### src/rtl/vend_change.sv
// rtl/vend_change.sv - change dispenser FSM, pays credit minus price as one-unit/half-unit coins via Ack handshake
// Optional per-coin Ack timeout: VEND_CHANGE_TIMEOUT_EN
module vend_change #(
    parameter int WIDTH   = 4,
    parameter int PRICE   = 4,
    parameter int TIMEOUT = 15
) (
    input  logic             Clk,
    input  logic             Reset,
    input  logic             Start,
    input  logic [WIDTH-1:0] Credit,
    input  logic             Ack,
    output logic [1:0]       Out,
    output logic             Busy,
    output logic             Done,
    output logic             Err
);

    localparam logic [WIDTH-1:0] PRICE_W = WIDTH'(PRICE);
    localparam logic [WIDTH-1:0] TWO     = WIDTH'(2);

    typedef enum logic [2:0] {
        S_IDLE,
        S_CHECK,
        S_PAY1,
        S_PAY0,
        S_DONE,
        S_ERR
    } state_t;

    state_t           state, state_next;
    logic [WIDTH-1:0] rem, rem_next;
    logic             timed_out;

`ifdef VEND_CHANGE_TIMEOUT_EN
    localparam int CW = $clog2(TIMEOUT + 1);
    logic [CW-1:0] tmo_cnt;

    // Held at zero outside the pay states, so every coin starts a fresh count
    always_ff @(posedge Clk) begin
        if (!Reset || (state != S_PAY1 && state != S_PAY0)) begin
            tmo_cnt <= '0;
        end else if (!Ack) begin
            tmo_cnt <= tmo_cnt + 1'b1;
        end
    end

    assign timed_out = !Ack && (tmo_cnt == CW'(TIMEOUT - 1));
`else
    assign timed_out = 1'b0;
`endif

    always_ff @(posedge Clk) begin
        if (!Reset) begin
            state <= S_IDLE;
            rem   <= '0;
        end else begin
            state <= state_next;
            rem   <= rem_next;
        end
    end

    always_comb begin
        state_next = state;
        rem_next   = rem;
        case (state)
            S_IDLE: begin
                if (Start) begin
                    if (Credit < PRICE_W) begin
                        state_next = S_ERR;
                    end else begin
                        rem_next   = Credit - PRICE_W;
                        state_next = S_CHECK;
                    end
                end
            end
            S_CHECK: begin
                if (rem == '0) begin
                    state_next = S_DONE;
                end else if (rem >= TWO) begin
                    state_next = S_PAY1;
                end else begin
                    state_next = S_PAY0;
                end
            end
            // Ack takes priority over a timeout landing on the same edge
            S_PAY1: begin
                if (Ack) begin
                    rem_next   = rem - TWO;
                    state_next = S_CHECK;
                end else if (timed_out) begin
                    state_next = S_ERR;
                end
            end
            S_PAY0: begin
                if (Ack) begin
                    rem_next   = rem - 1'b1;
                    state_next = S_CHECK;
                end else if (timed_out) begin
                    state_next = S_ERR;
                end
            end
            S_DONE: state_next = S_IDLE;
            S_ERR: begin
                rem_next   = '0;
                state_next = S_IDLE;
            end
            default: state_next = S_IDLE;
        endcase
    end

    always_comb begin
        Out  = 2'b00;
        Busy = (state != S_IDLE);
        Done = (state == S_DONE);
        Err  = (state == S_ERR);
        if (state == S_PAY1) begin
            Out = 2'b10;
        end else if (state == S_PAY0) begin
            Out = 2'b01;
        end
    end

endmodule
### config.mk
export PLATFORM = sky130hd
export DESIGN_NAME = vend_change
export DESIGN_NICKNAME = d
export VERILOG_FILES = /design/src/rtl/vend_change.sv
export SDC_FILE = /design/constraint.sdc
export NUM_CORES = 1
export LEC_CHECK = 0
export BUFFER_PORTS_ARGS = -buffer_cell sky130_fd_sc_hd__clkbuf_2
export CELL_PAD_IN_SITES_DETAIL_PLACEMENT = 1
export CELL_PAD_IN_SITES_GLOBAL_PLACEMENT = 1
export CORE_MARGIN = 2
export CORE_UTILIZATION = 34
export DETAILED_ROUTE_END_ITERATION = 7
export PLACE_DENSITY = 0.82
export SLEW_MARGIN = 20
export SYNTH_ARGS = -nofsm -noshare
export SYNTH_HDL_FRONTEND = slang
export SYNTH_SLANG_ARGS = --single-unit
### constraint.sdc
create_clock -name Clk -period 1.3 [get_ports Clk]
set_input_delay 0.13 -clock Clk [delete_from_list [all_inputs] [get_ports Clk]]
set_output_delay 0.13 -clock Clk [all_outputs]
set_load 0.02 [all_outputs]
==> run metrics <==
die area 2062 µm²; IO Pins 13; r2r worst-path depth 6; Clock Skew 0.004920 ns; RSZ-0062 raised after global routing yes; drt first pass iters 4; Critical Path RT 1.52 ns; design area 1086 µm²; Most used DFF post-synth dfxtp_1; count of final setup violators 10; clk buf depth 2; GPL Wtd Cong 0.8436; vias in the first global route 770; PwrDens 982.0 nW/µm²; Commonest cells post-synth 7 x dfxtp_1, 6 x ha_1, 6 x inv_1, 6 x nor2_1; Syn Area/Cell 8.450 µm²; Register Area 151.4 µm²; Synth top area share 0.2403; reg2reg end rem[3]$_SDFFE_PN0P_; r2r setup slk -0.18 ns; Syn. warnings 0; hold path start Reset; CTS buffer count 3; startpoint types flop; Hold EP rem[0]$_SDFFE_PN0P_; status complete, but fails checks; CTS hold repair buffers 0; Global Route Usage Sum 0.2467; Setup crit end kind flop; r2r startpoint rem[1]$_SDFFE_PN0P_; Core Area 1559 µm²; DR vias 753; number of clock sinks 7; Avg WL per Cell 23.94 µm; Layout fillers 174; hold path depth 2; Max Cap Violations 0; Leak 0.4752 nW; post-synth top area cell dfxtp_1; ratio of cells with drive above 1 in the final layout 0.6147; CP max FO 4; FMAX 0.6740 GHz; worst vdd ir 0.0007007 V; count leader, synth dfxtp_1; initial core utilization 0.3740; Yosys cell types 33; P&R area growth vs syn 86.27%; initial DRC count 8; fin. max-slew vios 0; pin count of the biggest net entering global routing 9; sequential share of the synthesized area 0.2403; critical path class flop to flop; final worst path period need 1.484 ns; Worst EP arrival 1.70 ns; Net count, final 124; crit path from rem[1]$_SDFFE_PN0P_; row cnt 14; failing checks negative setup slack; first-pass GRT wire length 3498 µm; Rel. slew slack 0.7349; Synth Cell Area 583.1 µm²; CTS clk-pin slew, worst paths 0.05 ns; Worst Tran Pin Value 0.3976 ns; gr ovfl total 0; Synth Instances 69; setup ws final -0.1836 ns; CTS root buf clkbuf_4; drt drc 0; top post-synthesis cells by area dfxtp_1 24%, ha_1 13%, a221oi_4 4.5%, inv_1 3.9%, nor2_1 3.9%; Synth Register Bits 7; total power 1.066 mW; number of synthesized flops with an enable pin 0; cell area after placement 755.7 µm²; diode count 0; Syn Nets 83; post-route clock period utilization 1.141; count of input and output buffers 12; CTS tree yes; final hold vios 0; htree depth 1; area occupied by multi-input gates 529.3 µm²; via-per-instance ratio 6.024; Die X 45.41 µm; Clk Latency, worst-skew pair 0.28 ns; Antenna Nets Post-Route 0; initial antenna violation count 0; Async SR Flop Fraction 0; Die H 45.41 µm; final wirelength 2993 µm; post-DP HPWL 1474 µm; HP Class input port to flop
## registers in the layout, indices dropped and copies added (netlist names)
| signal | flops |
|---|---|
| rem | 4 |
| state | 3 |
## where the power goes
part           switching (mW)  internal, mW
Sequential             0.0359         0.241
Clock                   0.102         0.118
Combinational           0.281         0.289
Total                   0.418         0.648
## stage by stage
step	hold WS (ns)	setup TNS, ns	setup WS (ns)	utilization	std cells
6_report	0.1763	-1.121	-0.1836	0.6966	125
3_5_place_dp	0.4651	-0.7579	-0.2623	0.4848	108
3_3_place_gp	0.4458	-0.3354	-0.1290	0.4848	108
4_1_cts	0.1996	-0.4399	-0.1067	0.6067	116
2_1_floorplan	0.2634	-0.01755	-0.01755	-	69
5_1_grt	0.1923	-1.565	-0.2748	0.6966	125
## cell usage in the layout, fill, tap and decap left out, types with 2 or more instances in the layout
cell type and instances:
buf_4 18, buf_6 8, clkbuf_2 7, inv_1 6, nor2_1 5, ha_1 5, dfxtp_1 4, nor3_2 3
a21oi_1 3, clkbuf_4 3, buf_8 3, dfxtp_4 3, nand2b_4 2, a311oi_2 2, mux2i_1 2, a211oi_2 2
clkbuf_8 2
## worst max-delay path, stage by stage, from the launching register on
cell and delay, ns:
dfxtp_1 0.31, inv_1 0.15, ha_1 0.17, nand3_1 0.11, and4_1 0.24, nor3_1 0.23
o221a_1 0.22
## worst max-delay path by stage
stage / end / slack (ns) / cells past startpoint
finish: rem[3]$_SDFFE_PN0P_ / -0.18 / 6
global route: rem[3]$_SDFFE_PN0P_ / -0.27 / 6
CTS: rem[3]$_SDFFE_PN0P_ / -0.11 / 4
detailed placement: rem[2]$_SDFFE_PN0P_ / -0.26 / 7
global placement: rem[1]$_SDFFE_PN0P_ / -0.13 / 6
floorplan: rem[3]$_SDFFE_PN0P_ / -0.02 / 4
## layer usage
metal / vias up / routed length (µm) / global-route usage / share of wire
met4: 0 / 147 / 0.08824 / 0.049
met3: 17 / 176 / 0.09127 / 0.059
met1: 369 / 1162 / 0.2718 / 0.39
met2: 30 / 1506 / 0.4282 / 0.50
li1: 337 / - / - / -
met5: - / 0 / 0 / 0
## layout make-up
| class | instances | share of cell area |
|---|---|---|
| multi-input combinational | 53 | 0.4873 |
| timing repair buffer | 38 | 0.3065 |
| sequential | 7 | 0.1394 |
| clock buffer | 4 | 0.02419 |
| inverter | 7 | 0.02419 |
| tap | 16 | 0.01843 |
## kinds of logic after synthesis
| logic type | count (synthesis) | synth area share |
|---|---|---|
| simple gates | 26 | 0.2640 |
| compound gates | 18 | 0.2554 |
| mux | 2 | 0.03434 |
| flops | 7 | 0.2403 |
| buf+inv | 9 | 0.06222 |
| xor+xnor | 1 | 0.01502 |
| fa+ha+maj | 6 | 0.1288 |
## repair_timing
item | 4_1_cts | 5_1_grt
setup buffers | 4 | 9
gates resized for setup | 30 | 17
endpoints found under the setup margin | 10 | 10
pin swaps | 6 | 5
gates cloned | 0 | 0
(Power assumes the default switching activity.)
